**src/rtl/blood_ph_monitor.sv**
```systemverilog
// Blood-pH monitor: classifies each valid sample as LOW / NORMAL / HIGH and
// filters the class through a persistence/recovery FSM, so isolated outliers
// never raise an alarm. Alarm entries are counted and latched until acknowledged.
module blood_ph_monitor #(
  parameter int PH_W      = 4,
  parameter int LOW_TH    = 7,
  parameter int HIGH_TH   = 8,
  parameter int PERSIST   = 3,
  parameter int CLEAR_CNT = 2,
  parameter int CNT_W     = 4
) (
  input  logic             clk,
  input  logic             rst,
  input  logic [PH_W-1:0]  ph_sample,
  input  logic             sample_valid,
  input  logic             fault_ack,
  output logic             alarm_low,
  output logic             alarm_high,
  output logic             latched_fault,
  output logic [CNT_W-1:0] event_count,
  output logic [PH_W-1:0]  ph_last
);

  localparam int MAX_CNT = (PERSIST > CLEAR_CNT) ? PERSIST : CLEAR_CNT;
  localparam int CW      = $clog2(MAX_CNT) + 1;

  localparam logic [PH_W-1:0] LOW_C     = PH_W'(LOW_TH);
  localparam logic [PH_W-1:0] HIGH_C    = PH_W'(HIGH_TH);
  localparam logic [CW-1:0]   PERSIST_C = CW'(PERSIST);
  localparam logic [CW-1:0]   CLEAR_C   = CW'(CLEAR_CNT);
  localparam logic [CW-1:0]   ONE_C     = CW'(1);
  localparam bit              PERSIST_1 = (PERSIST == 1);
  localparam bit              CLEAR_1   = (CLEAR_CNT == 1);

  typedef enum logic [2:0] {
    S_NORMAL,
    S_PEND_LOW,
    S_PEND_HIGH,
    S_ALARM_LOW,
    S_ALARM_HIGH,
    S_RECOVER_LOW,
    S_RECOVER_HIGH
  } state_t;

  state_t           r_state;
  state_t           w_state_nx;
  logic [CW-1:0]    r_cnt;
  logic [CW-1:0]    w_cnt_nx;
  logic [CW-1:0]    w_cnt_inc;
  logic             w_entry;
  logic             w_is_low;
  logic             w_is_high;
  logic             r_fault;
  logic [CNT_W-1:0] r_events;
  logic [PH_W-1:0]  r_ph_last;

  // Sample classification; values equal to a threshold are NORMAL
  always_comb begin
    w_is_low  = (ph_sample < LOW_C);
    w_is_high = (ph_sample > HIGH_C);
    w_cnt_inc = r_cnt + ONE_C;
  end

  // Next-state / persistence-counter logic
  // Every "start pending" path shares one rule: with PERSIST=1 the first
  // out-of-range sample is already an alarm entry, otherwise pend with cnt=1.
  always_comb begin
    w_state_nx = r_state;
    w_cnt_nx   = r_cnt;
    w_entry    = 1'b0;
    if (sample_valid) begin
      case (r_state)
        S_NORMAL, S_PEND_LOW, S_PEND_HIGH: begin
          if (w_is_low) begin
            if (r_state == S_PEND_LOW && w_cnt_inc != PERSIST_C) begin
              w_cnt_nx = w_cnt_inc;
            end else if (r_state == S_PEND_LOW || PERSIST_1) begin
              w_state_nx = S_ALARM_LOW;
              w_cnt_nx   = '0;
              w_entry    = 1'b1;
            end else begin
              w_state_nx = S_PEND_LOW;
              w_cnt_nx   = ONE_C;
            end
          end else if (w_is_high) begin
            if (r_state == S_PEND_HIGH && w_cnt_inc != PERSIST_C) begin
              w_cnt_nx = w_cnt_inc;
            end else if (r_state == S_PEND_HIGH || PERSIST_1) begin
              w_state_nx = S_ALARM_HIGH;
              w_cnt_nx   = '0;
              w_entry    = 1'b1;
            end else begin
              w_state_nx = S_PEND_HIGH;
              w_cnt_nx   = ONE_C;
            end
          end else begin
            w_state_nx = S_NORMAL;
            w_cnt_nx   = '0;
          end
        end
        S_ALARM_LOW, S_RECOVER_LOW: begin
          if (w_is_low) begin
            w_state_nx = S_ALARM_LOW;
            w_cnt_nx   = '0;
          end else if (w_is_high) begin
            if (PERSIST_1) begin
              w_state_nx = S_ALARM_HIGH;
              w_cnt_nx   = '0;
              w_entry    = 1'b1;
            end else begin
              w_state_nx = S_PEND_HIGH;
              w_cnt_nx   = ONE_C;
            end
          end else if (CLEAR_1 ||
                       (r_state == S_RECOVER_LOW && w_cnt_inc == CLEAR_C)) begin
            w_state_nx = S_NORMAL;
            w_cnt_nx   = '0;
          end else begin
            w_state_nx = S_RECOVER_LOW;
            w_cnt_nx   = (r_state == S_RECOVER_LOW) ? w_cnt_inc : ONE_C;
          end
        end
        S_ALARM_HIGH, S_RECOVER_HIGH: begin
          if (w_is_high) begin
            w_state_nx = S_ALARM_HIGH;
            w_cnt_nx   = '0;
          end else if (w_is_low) begin
            if (PERSIST_1) begin
              w_state_nx = S_ALARM_LOW;
              w_cnt_nx   = '0;
              w_entry    = 1'b1;
            end else begin
              w_state_nx = S_PEND_LOW;
              w_cnt_nx   = ONE_C;
            end
          end else if (CLEAR_1 ||
                       (r_state == S_RECOVER_HIGH && w_cnt_inc == CLEAR_C)) begin
            w_state_nx = S_NORMAL;
            w_cnt_nx   = '0;
          end else begin
            w_state_nx = S_RECOVER_HIGH;
            w_cnt_nx   = (r_state == S_RECOVER_HIGH) ? w_cnt_inc : ONE_C;
          end
        end
        default: begin
          w_state_nx = S_NORMAL;
          w_cnt_nx   = '0;
        end
      endcase
    end
  end

  // State, counter and last-sample registers
  always_ff @(posedge clk) begin
    if (rst) begin
      r_state   <= S_NORMAL;
      r_cnt     <= '0;
      r_ph_last <= '0;
    end else begin
      r_state <= w_state_nx;
      r_cnt   <= w_cnt_nx;
      if (sample_valid) begin
        r_ph_last <= ph_sample;
      end
    end
  end

  // Event counter (saturating) and sticky fault; a new entry beats an ack
  always_ff @(posedge clk) begin
    if (rst) begin
      r_events <= '0;
      r_fault  <= 1'b0;
    end else begin
      if (w_entry && r_events != '1) begin
        r_events <= r_events + CNT_W'(1);
      end
      if (w_entry) begin
        r_fault <= 1'b1;
      end else if (fault_ack) begin
        r_fault <= 1'b0;
      end
    end
  end

  // Alarm outputs decode directly from the registered state
  always_comb begin
    alarm_low     = (r_state == S_ALARM_LOW)  || (r_state == S_RECOVER_LOW);
    alarm_high    = (r_state == S_ALARM_HIGH) || (r_state == S_RECOVER_HIGH);
    latched_fault = r_fault;
    event_count   = r_events;
    ph_last       = r_ph_last;
  end

endmodule

```
**config.mk**
```make
export PLATFORM = sky130hd
export DESIGN_NAME = blood_ph_monitor
export DESIGN_NICKNAME = d
export VERILOG_FILES = /design/src/rtl/blood_ph_monitor.sv
export SDC_FILE = /design/constraint.sdc
export NUM_CORES = 1
export LEC_CHECK = 0
export BUFFER_PORTS_ARGS = -buffer_cell sky130_fd_sc_hd__buf_2
export CAP_MARGIN = 15
export CORE_UTILIZATION = 47
export DETAILED_ROUTE_END_ITERATION = 8
export GPL_ROUTABILITY_DRIVEN = 0
export PLACE_DENSITY = 0.68
export SLEW_MARGIN = 20
export SYNTH_ARGS = -nofsm -noshare
export SYNTH_HDL_FRONTEND = slang
export SYNTH_SLANG_ARGS = --single-unit
```
**constraint.sdc**
```tcl
create_clock -name clk -period 1.8 [get_ports clk]
set_clock_uncertainty 0.15 [all_clocks]
set_input_delay 0.36 -clock clk [delete_from_list [all_inputs] [get_ports clk]]
set_output_delay 0.36 -clock clk [all_outputs]
set_load 0.03 [all_outputs]
```
==> impl_metrics.env <==
export IMPL_dr_first_iter_drc_count=40
export IMPL_die_h_um=51
export IMPL_synth_avg_cell_area_um2=7.78
export IMPL_synthTopCellsByCount="dfxtp_1 (15), a21oi_1 (11), nand2_1 (11)"
export IMPL_endpoint="alarm_low"
export IMPL_switching_power_mw=0.276
export IMPL_routed_wirelength_um=3270
export IMPL_nets=206
export IMPL_fmax_ghz=0.566
export IMPL_pwr_share_comb=0.313
export IMPL_synth_edff_count=0
export IMPL_outcome="complete, no violations"
export IMPL_cts_root_buf="clkbuf_4"
export IMPL_vdd_drop_max_mv=0.450
export IMPL_regToRegStartpoint="r_cnt[0]"
export IMPL_syn_num_nets=157
export IMPL_yosysMostFrequentCell="dfxtp_1"
export IMPL_swShare=0.336
export IMPL_path_class="reg -> out"
export IMPL_rows=17
export IMPL_first_pass_iters=4
export IMPL_synth_flop_cell="dfxtp_1"
export IMPL_yosys_area_top_type_share=0.266
export IMPL_r2r_end="event_count[1]"
export IMPL_hold_path_class="in -> reg"
export IMPL_cp_data_arrival_time_ns=1.26
export IMPL_period_share=0.982
export IMPL_cp_depth=5
export IMPL_p_leak_nw=0.680
export IMPL_power_frac_clock=0.251
export IMPL_r2r_setup_slack_ns=0.05
export IMPL_gr_usage_all_layers=0.263
export IMPL_synth_cell_types=51
export IMPL_cp_top_family="flip-flops"
export IMPL_crit_required_ns=1.29
export IMPL_setup_ws_ns=0.0320
export IMPL_sequentialPowerShare=0.436
export IMPL_drive_gt1_frac=0.461
export IMPL_setup_violations=0
export IMPL_max_clock_path_buffers=2
export IMPL_diodes=0
export IMPL_synth_top_area_cell="dfxtp_1"
export IMPL_path_cells="inv_1 -> buf_4 -> nand2_2 -> a21boi_2 -> buf_6"
export IMPL_hold_viol=0
export IMPL_syn_area_um2=1130
export IMPL_period_needed_ns=1.77
export IMPL_worstMarginPinSlew_ns=0.319
export IMPL_yosys_warnings=0
export IMPL_synth_seq_cells=15
export IMPL_seq_area_frac_synth=0.266
export IMPL_synth_cells=145
export IMPL_cts_buffers_inserted=3
export IMPL_cts_tree="yes"
export IMPL_die_w_um=51
export IMPL_finalPower_mw=0.822
export IMPL_ant_nets=0
export IMPL_cp_start_kind="register"
export IMPL_max_cap_violations=0
export IMPL_path_buf_inv=3
export IMPL_grt_pass1_wl_um=5130
export IMPL_clock_latency_ns=0.29
export IMPL_dieArea_um2=2600
export IMPL_critPathLaunch="r_state[2]"
export IMPL_hpwl_um=2390
export IMPL_synthArstFlopShare=0
export IMPL_pin_count=19
export IMPL_worst_r2r_cell_count=6
export IMPL_cellPowerDensity_nw_per_um2=497
export IMPL_rsz0062_at_grt="yes"
export IMPL_finalMaxSlewViolations=0
export IMPL_core_region_area_um2=2230
export IMPL_grt_start_max_net_pins=17
export IMPL_via_per_inst=5.88
export IMPL_clock_sinks=15
export IMPL_drc=0
export IMPL_start_util=0.505
export IMPL_vias=1299
export IMPL_grt_remaining_overflow=0
export IMPL_syn2layout_area_growth_pct=46.7
export IMPL_slowest_stage="dfxtp_4"
export IMPL_wl_per_cell_um=14.8
export IMPL_place_worst_setup_slack_ns=-0.210
export IMPL_first_global_vias=1189
export IMPL_placement_io_buffers=18
export IMPL_antenna_found_initial=0
export IMPL_p_int_mw=0.546
export IMPL_cts_htree_levels=1
export IMPL_end_kind="output pin"
export IMPL_synth_area_top_cells="dfxtp_1 (27%), a21oi_1 (4.9%), ha_1 (4.4%)"
export IMPL_cpPeakStageDelay_ns=0.38
export IMPL_hold_slack_ns=0.212
export IMPL_crit_fanout=5
export IMPL_clk_pin_slew_ns=0.10
export IMPL_timing_slew_headroom=0.787
## metrics by stage
stage	instance area (µm²)	std cells	util	setup TNS [ns]
2_1_floorplan	1150	145	-	0
3_3_place_gp	1510	216	0.675	-0.450
3_5_place_dp	1510	216	0.675	-0.858
4_1_cts	1590	220	0.710	0
5_1_grt	1660	221	0.741	-0.0591
6_report	1660	221	0.741	0
## cell type report
type                       count  area [µm²]
multi-input combinational    109         850
fill                         177         578
timing repair buffer          55         394
sequential                    15         312
inverter                      10        37.5
tap                           28        35.0
clock buffer                   3        22.5
clock inverter                 1        5.00
## placed cells by master, fill, tap and decap left out, types with 3 or more instances in the layout
cell type / count
nor2b_2: 3
a31oi_1: 3
buf_4: 34
a21oi_1: 10
inv_1: 8
dfxtp_1: 10
clkbuf_4: 3
nand4_1: 3
o21ai_1: 3
o21ai_0: 5
buf_2: 17
dfxtp_2: 3
nor2_1: 9
mux2i_1: 5
nand2_1: 10
buf_6: 3
## sequential cells by signal, indices dropped and copies added (netlist names)
signal,flops
r_cnt,3
r_state,3
event_count,4
latched_fault,1
ph_last,4
## worst reg2reg max path: stages (launching register included)
cell      delay (ns)
dfxtp_2         0.35
ha_4            0.18
xnor2_4         0.22
nand3_2         0.15
a211oi_4        0.30
mux2i_1         0.23
nor2_1          0.05
## routing by layer
layer	global-route usage	share of wire	vias to the layer above
met1	0.328	0.44	608
met5	0	0	-
met2	0.461	0.50	44
met3	0.0387	0.042	9
li1	-	-	638
met4	0.0787	0.016	0
## cells by family (layout without fill, tap and decap cells)
family          after synthesis  in the layout  synth area share
compound gates               52             52             0.338
mux                           5              5            0.0443
fa+ha+maj                     4              4            0.0443
buf+inv                      21             69            0.0754
flops                        15             15             0.266
xor+xnor                      3              3            0.0233
simple gates                 45             45             0.208
## power groups by stage
stage	clock [mW]	sequential (mW)	combinational [mW]
after floorplan	0	0.369	0.128
after global placement	0	0.363	0.227
after detailed placement	0	0.364	0.234
after CTS	0.212	0.358	0.241
after global routing	0.230	0.360	0.275
final	0.206	0.358	0.258
## worst min-delay path by stage
stage / startpoint / end / slack, ns / cells past startpoint
final: fault_ack / latched_fault / 0.21 / 4
after global routing: fault_ack / latched_fault / 0.23 / 4
after CTS: fault_ack / latched_fault / 0.21 / 4
after detailed placement: ph_last[1] / ph_last[1] / 0.33 / 2
after floorplan: rst / event_count[3] / 0.28 / 1
after global placement: latched_fault / latched_fault / 0.31 / 2
## repair_timing
| item | CTS | global route |
|---|---|---|
| resized for setup | 12 | 18 |
| hold buffers | 0 | 0 |
| pin swaps | 2 | 7 |
| cloned | 0 | 0 |
| setup endpoints to repair | 8 | 10 |
| buffers inserted | 0 | 1 |
Note: power is estimated with default switching activity, not from simulation.
